**src/rtl/riscv_decode_pkg.sv**
```systemverilog
// riscv_decode_pkg
//   Shared decode definitions for the RV32I decode stage: opcode constants,
//   ALU operation codes (including the M-extension ops), operand-select codes,
//   load/store size codes and the registered decode bundle type.
//   Used by riscv_decode_comb and riscv_decode_stage.
package riscv_decode_pkg;

    localparam int ALU_OP_WIDTH = 5;

    // Major opcodes (instr[6:0])
    localparam logic [6:0] OPC_LOAD     = 7'b0000011;
    localparam logic [6:0] OPC_MISC_MEM = 7'b0001111;
    localparam logic [6:0] OPC_OP_IMM   = 7'b0010011;
    localparam logic [6:0] OPC_AUIPC    = 7'b0010111;
    localparam logic [6:0] OPC_STORE    = 7'b0100011;
    localparam logic [6:0] OPC_OP       = 7'b0110011;
    localparam logic [6:0] OPC_LUI      = 7'b0110111;
    localparam logic [6:0] OPC_BRANCH   = 7'b1100011;
    localparam logic [6:0] OPC_JALR     = 7'b1100111;
    localparam logic [6:0] OPC_JAL      = 7'b1101111;
    localparam logic [6:0] OPC_SYSTEM   = 7'b1110011;

    localparam logic [31:0] INSTR_ECALL  = 32'h0000_0073;
    localparam logic [31:0] INSTR_EBREAK = 32'h0010_0073;

    // M ops occupy 16..23 so that {2'b10, funct3} maps directly onto them.
    typedef enum logic [ALU_OP_WIDTH-1:0] {
        ALU_ADD    = 5'd0,
        ALU_SUB    = 5'd1,
        ALU_XOR    = 5'd2,
        ALU_OR     = 5'd3,
        ALU_AND    = 5'd4,
        ALU_SLL    = 5'd5,
        ALU_SRL    = 5'd6,
        ALU_SRA    = 5'd7,
        ALU_SLT    = 5'd8,
        ALU_SLTU   = 5'd9,
        ALU_EQ     = 5'd10,
        ALU_NE     = 5'd11,
        ALU_LT     = 5'd12,
        ALU_GE     = 5'd13,
        ALU_LTU    = 5'd14,
        ALU_GEU    = 5'd15,
        ALU_MUL    = 5'd16,
        ALU_MULH   = 5'd17,
        ALU_MULHSU = 5'd18,
        ALU_MULHU  = 5'd19,
        ALU_DIV    = 5'd20,
        ALU_DIVU   = 5'd21,
        ALU_REM    = 5'd22,
        ALU_REMU   = 5'd23
    } alu_op_e;

    typedef enum logic [1:0] {
        OP_A_RS1     = 2'd0,
        OP_A_CURR_PC = 2'd1,
        OP_A_ZERO    = 2'd2
    } op_a_sel_e;

    typedef enum logic [2:0] {
        OP_B_RS2  = 3'd0,
        OP_B_IMM  = 3'd1,
        OP_B_INCR = 3'd2
    } op_b_sel_e;

    localparam logic [2:0] LDST_B  = 3'd0;
    localparam logic [2:0] LDST_H  = 3'd1;
    localparam logic [2:0] LDST_W  = 3'd2;
    localparam logic [2:0] LDST_BU = 3'd4;
    localparam logic [2:0] LDST_HU = 3'd5;

    typedef struct packed {
        logic [4:0]  rs1;
        logic [4:0]  rs2;
        logic [4:0]  rd;
        logic [31:0] imm;
        op_a_sel_e   op_a_sel;
        op_b_sel_e   op_b_sel;
        alu_op_e     alu_op;
        logic        mem_req;
        logic        mem_we;
        logic [2:0]  mem_size;
        logic        gpr_we;
        logic        wb_src;
        logic        branch;
        logic        jal;
        logic        jalr;
        logic        illegal;
    } decode_t;

    // Integer ALU op from funct3; alt selects SUB/SRA (instr[30]).
    function automatic alu_op_e alu_op_from_funct3(input logic [2:0] funct3, input logic alt);
        case (funct3)
            3'd0:    return alt ? ALU_SUB : ALU_ADD;
            3'd1:    return ALU_SLL;
            3'd2:    return ALU_SLT;
            3'd3:    return ALU_SLTU;
            3'd4:    return ALU_XOR;
            3'd5:    return alt ? ALU_SRA : ALU_SRL;
            3'd6:    return ALU_OR;
            default: return ALU_AND;
        endcase
    endfunction

endpackage

```
**src/rtl/riscv_decode_comb.sv**
```systemverilog
// riscv_decode_comb
//   Purely combinational RV32I instruction decode into a decode_t bundle:
//   register indices, I/S/B/U/J immediate, operand selects, ALU op, memory
//   controls, control-flow class and legality.
//   Optional macro RV_M_EXT_EN: when defined, OP with funct7=0000001 decodes
//   to the M-extension ops; otherwise those encodings are illegal.
// Ports:
//   instr : 32-bit instruction word
//   dec   : decoded bundle
module riscv_decode_comb
    import riscv_decode_pkg::*;
(
    input  logic [31:0] instr,
    output decode_t     dec
);

    logic [6:0]  opcode;
    logic [2:0]  funct3;
    logic [6:0]  funct7;
    logic [31:0] imm_i, imm_s, imm_b, imm_u, imm_j;

    assign opcode = instr[6:0];
    assign funct3 = instr[14:12];
    assign funct7 = instr[31:25];

    assign imm_i = {{20{instr[31]}}, instr[31:20]};
    assign imm_s = {{20{instr[31]}}, instr[31:25], instr[11:7]};
    assign imm_b = {{19{instr[31]}}, instr[31], instr[7], instr[30:25], instr[11:8], 1'b0};
    assign imm_u = {instr[31:12], 12'b0};
    assign imm_j = {{11{instr[31]}}, instr[31], instr[19:12], instr[20], instr[30:21], 1'b0};

    always_comb begin
        // NOTE: every field gets a default before the case so no path leaves
        // dec unassigned, which would otherwise infer a latch.
        dec          = '0;
        dec.rs1      = instr[19:15];
        dec.rs2      = instr[24:20];
        dec.rd       = instr[11:7];
        dec.imm      = imm_i;
        dec.op_a_sel = OP_A_RS1;
        dec.op_b_sel = OP_B_IMM;
        dec.alu_op   = ALU_ADD;

        case (opcode)
            OPC_LOAD: begin
                dec.mem_req  = 1'b1;
                dec.gpr_we   = 1'b1;
                dec.wb_src   = 1'b1;
                dec.mem_size = funct3;
                if (funct3 == 3'd3 || funct3 == 3'd6 || funct3 == 3'd7) dec.illegal = 1'b1;
            end
            OPC_STORE: begin
                dec.imm      = imm_s;
                dec.mem_req  = 1'b1;
                dec.mem_we   = 1'b1;
                dec.mem_size = funct3;
                if (funct3 > 3'd2) dec.illegal = 1'b1;
            end
            OPC_OP_IMM: begin
                dec.gpr_we = 1'b1;
                // Only shifts carry a funct7; for the rest instr[31:25] is immediate.
                dec.alu_op = alu_op_from_funct3(funct3, (funct3 == 3'd5) && funct7[5]);
                if (funct3 == 3'd1 && funct7 != 7'h00) dec.illegal = 1'b1;
                if (funct3 == 3'd5 && funct7 != 7'h00 && funct7 != 7'h20) dec.illegal = 1'b1;
            end
            OPC_OP: begin
                dec.op_b_sel = OP_B_RS2;
                dec.gpr_we   = 1'b1;
                if (funct7 == 7'h00)
                    dec.alu_op = alu_op_from_funct3(funct3, 1'b0);
                else if (funct7 == 7'h20 && (funct3 == 3'd0 || funct3 == 3'd5))
                    dec.alu_op = alu_op_from_funct3(funct3, 1'b1);
`ifdef RV_M_EXT_EN
                else if (funct7 == 7'h01)
                    dec.alu_op = alu_op_e'({2'b10, funct3});
`endif
                else
                    dec.illegal = 1'b1;
            end
            OPC_LUI: begin
                dec.imm      = imm_u;
                dec.op_a_sel = OP_A_ZERO;
                dec.gpr_we   = 1'b1;
            end
            OPC_AUIPC: begin
                dec.imm      = imm_u;
                dec.op_a_sel = OP_A_CURR_PC;
                dec.gpr_we   = 1'b1;
            end
            OPC_JAL: begin
                // The ALU produces the link value pc+4; the target uses imm.
                dec.imm      = imm_j;
                dec.op_a_sel = OP_A_CURR_PC;
                dec.op_b_sel = OP_B_INCR;
                dec.gpr_we   = 1'b1;
                dec.jal      = 1'b1;
            end
            OPC_JALR: begin
                dec.op_a_sel = OP_A_CURR_PC;
                dec.op_b_sel = OP_B_INCR;
                dec.gpr_we   = 1'b1;
                dec.jalr     = 1'b1;
                if (funct3 != 3'd0) dec.illegal = 1'b1;
            end
            OPC_BRANCH: begin
                dec.imm      = imm_b;
                dec.op_b_sel = OP_B_RS2;
                dec.branch   = 1'b1;
                case (funct3)
                    3'd0:    dec.alu_op = ALU_EQ;
                    3'd1:    dec.alu_op = ALU_NE;
                    3'd4:    dec.alu_op = ALU_LT;
                    3'd5:    dec.alu_op = ALU_GE;
                    3'd6:    dec.alu_op = ALU_LTU;
                    3'd7:    dec.alu_op = ALU_GEU;
                    default: dec.illegal = 1'b1;
                endcase
            end
            OPC_MISC_MEM: begin
                // FENCE: ordering is trivially satisfied in this pipeline.
            end
            OPC_SYSTEM: begin
                if (instr != INSTR_ECALL && instr != INSTR_EBREAK) dec.illegal = 1'b1;
            end
            default: dec.illegal = 1'b1;
        endcase

        if (instr[1:0] != 2'b11) dec.illegal = 1'b1;

        // An illegal instruction must have no architectural side effects.
        if (dec.illegal) begin
            dec.mem_req = 1'b0;
            dec.mem_we  = 1'b0;
            dec.gpr_we  = 1'b0;
            dec.branch  = 1'b0;
            dec.jal     = 1'b0;
            dec.jalr    = 1'b0;
        end
    end

endmodule

```
**src/rtl/riscv_decode_stage.sv**
```systemverilog
// riscv_decode_stage
//   Registered RV32I decode stage between fetch and execute. Fetched
//   instructions are buffered in an IQ_DEPTH-entry circular queue; the head is
//   decoded and loaded into the output register whenever that register is
//   empty or being consumed. flush_i empties queue and output at the next edge
//   and takes priority over push and pop.
//   Optional macro RV_M_EXT_EN enables M-extension decode (see riscv_decode_comb).
// Ports:
//   clk_i, rst_ni                 clock, async active-low reset
//   flush_i                       discard queued and output-stage instructions
//   in_valid_i/in_ready_o         fetch handshake; in_instr_i, in_pc_i payload
//   out_valid_o/out_ready_i       execute handshake
//   pc_o, rs1_o, rs2_o, rd_o, imm_o, ex_op_a_sel_o, ex_op_b_sel_o, alu_op_o,
//   mem_req_o, mem_we_o, mem_size_o, gpr_we_a_o, wb_src_sel_o,
//   branch_o, jal_o, jalr_o, illegal_instr_o   registered decode bundle
module riscv_decode_stage #(
    parameter int XLEN         = 32,
    parameter int IQ_DEPTH     = 4,
    parameter int ALU_OP_WIDTH = 5
) (
    input  logic                    clk_i,
    input  logic                    rst_ni,
    input  logic                    flush_i,
    input  logic                    in_valid_i,
    output logic                    in_ready_o,
    input  logic [31:0]             in_instr_i,
    input  logic [XLEN-1:0]         in_pc_i,
    output logic                    out_valid_o,
    input  logic                    out_ready_i,
    output logic [XLEN-1:0]         pc_o,
    output logic [4:0]              rs1_o,
    output logic [4:0]              rs2_o,
    output logic [4:0]              rd_o,
    output logic [XLEN-1:0]         imm_o,
    output logic [1:0]              ex_op_a_sel_o,
    output logic [2:0]              ex_op_b_sel_o,
    output logic [ALU_OP_WIDTH-1:0] alu_op_o,
    output logic                    mem_req_o,
    output logic                    mem_we_o,
    output logic [2:0]              mem_size_o,
    output logic                    gpr_we_a_o,
    output logic                    wb_src_sel_o,
    output logic                    branch_o,
    output logic                    jal_o,
    output logic                    jalr_o,
    output logic                    illegal_instr_o
);

    import riscv_decode_pkg::*;

    localparam int PTR_W = $clog2(IQ_DEPTH);
    localparam int CNT_W = $clog2(IQ_DEPTH + 1);

    logic [31:0]      q_instr [IQ_DEPTH];
    logic [XLEN-1:0]  q_pc    [IQ_DEPTH];
    logic [PTR_W-1:0] wr_ptr_q, rd_ptr_q;
    logic [CNT_W-1:0] count_q;

    logic             out_valid_q;
    logic [XLEN-1:0]  pc_q;
    decode_t          dec_q;
    decode_t          head_dec;

    logic push, pop;

    // Readiness depends only on occupancy, so a full queue never accepts even
    // when the head is popped in the same cycle.
    assign in_ready_o = (count_q != CNT_W'(IQ_DEPTH));
    assign push       = in_valid_i && in_ready_o && !flush_i;
    assign pop        = (count_q != '0) && (!out_valid_q || out_ready_i) && !flush_i;

    riscv_decode_comb u_decode_comb (
        .instr (q_instr[rd_ptr_q]),
        .dec   (head_dec)
    );

    // NOTE: queue storage has no reset; entries are only read once count_q
    // says they were written, so clearing them would add logic for nothing.
    always_ff @(posedge clk_i) begin
        if (push) begin
            q_instr[wr_ptr_q] <= in_instr_i;
            q_pc[wr_ptr_q]    <= in_pc_i;
        end
    end

    // NOTE: all state below is updated with non-blocking assignments so every
    // register samples pre-edge values regardless of statement order.
    always_ff @(posedge clk_i or negedge rst_ni) begin
        if (!rst_ni) begin
            wr_ptr_q <= '0;
            rd_ptr_q <= '0;
            count_q  <= '0;
        end else if (flush_i) begin
            wr_ptr_q <= '0;
            rd_ptr_q <= '0;
            count_q  <= '0;
        end else begin
            if (push) wr_ptr_q <= wr_ptr_q + PTR_W'(1);
            if (pop)  rd_ptr_q <= rd_ptr_q + PTR_W'(1);
            case ({push, pop})
                2'b10:   count_q <= count_q + CNT_W'(1);
                2'b01:   count_q <= count_q - CNT_W'(1);
                default: count_q <= count_q;
            endcase
        end
    end

    always_ff @(posedge clk_i or negedge rst_ni) begin
        if (!rst_ni) begin
            out_valid_q <= 1'b0;
            pc_q        <= '0;
            dec_q       <= '0;
        end else if (flush_i) begin
            out_valid_q <= 1'b0;
        end else if (pop) begin
            out_valid_q <= 1'b1;
            pc_q        <= q_pc[rd_ptr_q];
            dec_q       <= head_dec;
        end else if (out_ready_i) begin
            out_valid_q <= 1'b0;
        end
    end

    assign out_valid_o     = out_valid_q;
    assign pc_o            = pc_q;
    assign rs1_o           = dec_q.rs1;
    assign rs2_o           = dec_q.rs2;
    assign rd_o            = dec_q.rd;
    assign imm_o           = XLEN'(signed'(dec_q.imm));
    assign ex_op_a_sel_o   = dec_q.op_a_sel;
    assign ex_op_b_sel_o   = dec_q.op_b_sel;
    assign alu_op_o        = ALU_OP_WIDTH'(dec_q.alu_op);
    assign mem_req_o       = dec_q.mem_req;
    assign mem_we_o        = dec_q.mem_we;
    assign mem_size_o      = dec_q.mem_size;
    assign gpr_we_a_o      = dec_q.gpr_we;
    assign wb_src_sel_o    = dec_q.wb_src;
    assign branch_o        = dec_q.branch;
    assign jal_o           = dec_q.jal;
    assign jalr_o          = dec_q.jalr;
    assign illegal_instr_o = dec_q.illegal;

endmodule

```
**config.mk**
```make
export PLATFORM = sky130hd
export DESIGN_NAME = riscv_decode_stage
export DESIGN_NICKNAME = d
export VERILOG_FILES = /design/src/rtl/riscv_decode_pkg.sv /design/src/rtl/riscv_decode_comb.sv /design/src/rtl/riscv_decode_stage.sv
export SDC_FILE = /design/constraint.sdc
export NUM_CORES = 1
export LEC_CHECK = 0
export ABC_AREA = 1
export ABC_CLOCK_PERIOD_IN_PS = 8260
export BUFFER_PORTS_ARGS = -buffer_cell sky130_fd_sc_hd__buf_2
export CORE_AREA = 2 2 151 227
export CTS_CLUSTER_SIZE = 12
export DETAILED_ROUTE_END_ITERATION = 12
export DIE_AREA = 0 0 153 229
export PLACE_DENSITY = 0.76
export SYNTH_ARGS = -nofsm -noshare
export SYNTH_HDL_FRONTEND = slang
export SYNTH_HIERARCHICAL = 1
export SYNTH_SLANG_ARGS = --single-unit
export TNS_END_PERCENT = 5
```
**constraint.sdc**
```tcl
create_clock -name clk_i -period 8.26 [get_ports clk_i]
set_input_delay 1.239 -clock clk_i [delete_from_list [all_inputs] [get_ports clk_i]]
set_output_delay 1.239 -clock clk_i [all_outputs]
set_load 0.01 [all_outputs]
```
==> impl_metrics.py <==
metrics = {
    "synthesis": {
        "ys_seq_elements": 364,
        "synth_top_family_by_area": "simple AND/OR/NAND/NOR gates",
        "netlist_instances": 1325,
        "synth_xor_area_share_pct": 0.0594,
        "netlist.area_leader.share_pct": 52.2,
        "synth_simple_gate_area_share_pct": 15.7,
        "ys_seq_area_share_pct": 70.5,
        "ys_top_cells_by_count": "nand2_1 (370), edfxtp_1 (256), nor2_1 (175), dfrtp_1 (108), o21ai_0 (82)",
        "synth_area_leader_cell": "edfxtp_1",
        "syn-cell-area_um2": 14700,
        "synth_area_leaders": "edfxtp_1 (52%), dfrtp_1 (18%), nand2_1 (9.4%), nor2_1 (4.5%), o21ai_0 (2.8%)",
        "synth_cell_types": 32,
        "synth-edff-count": 256,
        "synthMuxAreaShare_pct": 0,
        "ys.flop_type": "edfxtp_1",
        "syn_area_per_cell_um2": 11.1,
        "ys_warn_count": 6,
        "synth_compound_area_share_pct": 8.51,
        "synth.most_common_cell": "nand2_1",
        "synth-adder-area-share_pct": 0.475,
        "synthArstFlopShare_pct": 29.7,
    },
    "clock_network": {
        "clkTransAtPathRegs_ns": 0.06,
        "h-tree-depth": 2,
        "cts-hold-fix-buffers": 0,
        "postCtsSetupBuffers": 0,
        "cts.sinks": 364,
        "cts_resized": 0,
        "cts_tree": "yes",
        "insertion_delay_ns": 0.52,
        "cts_root_buf": "clkbuf_16",
        "cts_buffer_depth": 3,
        "numCtsBuffers": 36,
    },
    "power_and_ir_drop": {
        "p_leak_nw": 7.00,
        "peakVddDrop_v": 0.000195,
        "power_density_nw_per_um2": 336,
    },
    "finish": {
        "finalNetCount": 1535,
        "syn_to_final_growth_pct": 14.1,
        "utilization_pct": 50.7,
        "final_layout_size_suffix_gt1_share_pct": 17.8,
    },
    "routing": {
        "drcViolationCount": 0,
        "vias_per_cell": 5.21,
        "firstDrtPassIters": 6,
        "ant_nets": 0,
        "vias": 9999,
        "wl_per_cell_um": 17.9,
        "dr.first_iter.drc_count": 765,
        "wl_um": 34400,
    },
    "floorplan": {
        "fp.dieH_um": 229,
        "die_w_um": 153,
        "coreArea_um2": 33100,
        "io_pins": 171,
        "rows": 82,
        "start_util_pct": 44.5,
        "die-area_um2": 35000,
    },
    "global_routing": {
        "grt_pass1_wl_um": 53600,
        "grtUsageTotal_pct": 19.4,
        "grt_overflow": 0,
        "grt_pass1_vias": 10016,
        "antenna_found_initial": 15,
        "grt_max_degree": 95,
    },
    "setup_path": {
        "cp_max_fo": 94,
        "path_class": "reg2reg",
        "worst_r2r_startpoint": "rd_ptr_q[0]",
        "critical_path_required_ns": 8.71,
        "cp-start-kind": "flop",
        "crit_arrival_ns": 4.20,
        "startpoint": "rd_ptr_q[0]",
        "reg2reg_depth": 14,
        "endpoint_kind": "flop",
    },
    "sta": {
        "timing.slew.headroom_pct": 31.5,
        "rsz0062_at_grt": "no",
        "finalSetupTns_ns": 0,
        "fmax_mhz": 267,
        "period_share_pct": 45.4,
        "skew_ns": 0.0143,
        "hold_viol": 0,
        "finalSetupViolCount": 0,
        "slew_viol_final": 0,
        "worst_pin_slew_ns": 1.03,
        "min_period_ns": 3.75,
    },
    "hold_path": {
        "worst_hold_path_type": "reg2reg",
        "min_path_cells": 2,
        "hp-start": "imm_o[9]",
    },
    "placement": {
        "port_buffers": 170,
        "routabilityCongestion": 0.905,
        "dp_hpwl_um": 21800,
    },
    "outcome": {
        "status": "finished clean",
    },
    "run": {
        "drv_cap": 0,
    },
}
## critical path: stages, from the launching register on
cell and delay [ns]:
dfrtp_4 0.65, inv_4 0.36, buf_4 0.81, nor2_1 0.08
o22ai_1 0.55, nor2_2 0.17, nand2_2 0.28, nand2_2 0.17
nor2_2 0.16, inv_2 0.05, nand2_1 0.05, nand2_1 0.05
o211ai_1 0.10, nand2_1 0.07, nand2_1 0.09
## routing by layer
layer | global-route usage (%) | share of wire (%) | vias to the layer above
li1 | - | - | 4768
met1 | 22.0 | 39 | 4830
met2 | 34.3 | 51 | 300
met3 | 3.67 | 5.2 | 95
met4 | 10.7 | 5.2 | 6
met5 | 0 | 0.099 | -
## stage by stage
stage          area (µm²)  worst slack [ns]  cells  hold slack, ns  power (mW)
6_report            16800              4.51   1918           0.471        5.65
2_1_floorplan       14700              3.53   1326           0.501        3.70
3_5_place_dp        15800              4.54   1843           0.460        4.23
4_1_cts             16800              4.53   1907           0.477        5.71
3_3_place_gp        15800              4.69   1843           0.458        4.18
5_1_grt             16800              4.15   1916           0.491        6.01
## area by class of cell
class	count	area (µm²)
Clock inverter	1	5.00
Timing Repair Buffer	181	936
Antenna cell	11	27.5
Multi-Input combinational cell	826	3700
Clock buffer	63	1020
Fill cell	2899	16300
Inverter	52	199
Sequential cell	364	10400
Tap cell	420	526
## state kept, by name, indices dropped and copies added, names as in the netlist, 3 cells and up
signal / cells
q_instr: 128
imm_o: 32
rd_o: 5
rs2_o: 5
rs1_o: 5
pc_o: 32
q_pc: 128
ex_op_b_sel_o: 3
count_q: 3
mem_size_o: 3
alu_op_o: 5
## where the power goes
| part | internal (mW) | leakage (nW) | switching (mW) |
|---|---|---|---|
| Sequential | 2.25 | 3.69 | 0.157 |
| Combinational | 0.548 | 2.82 | 1.22 |
| Clock | 0.836 | 0.491 | 0.632 |
| Total | 3.64 | 7.00 | 2.01 |
## layout by cell type (no fill, tap or decap), drive strengths merged, types with 3 or more instances in the layout
| cell type | n |
|---|---|
| nor3 | 3 |
| nand3 | 15 |
| nand2 | 377 |
| buf | 181 |
| clkbuf | 63 |
| edfxtp | 256 |
| inv | 51 |
| o22ai | 65 |
| diode | 11 |
| a21oi | 8 |
| nor2 | 188 |
| dfrtp | 108 |
| ha | 4 |
| o21ai | 157 |
## logic make-up after synthesis
| family | after synthesis |
|---|---|
| other | 1 |
| DFF | 364 |
| buffers and inverters | 136 |
| adders and majority gates | 5 |
| and+or+nand+nor | 585 |
| AOI/OAI and AO/OA | 233 |
| xor gates and xnor gates | 1 |
## path summary, 6_finish.rpt
check	endpoint	slack, ns
setup / recovery	imm_o[11]	4.51
hold / removal	imm_o[9]	0.47
setup reg to reg	imm_o[11]	4.51
hold reg to reg	imm_o[9]	0.47
max in group asynchronous	pc_o[11]	6.20
min in group asynchronous	pc_o[2]	0.72
No activity file was read; power rests on OpenSTA's default activity.
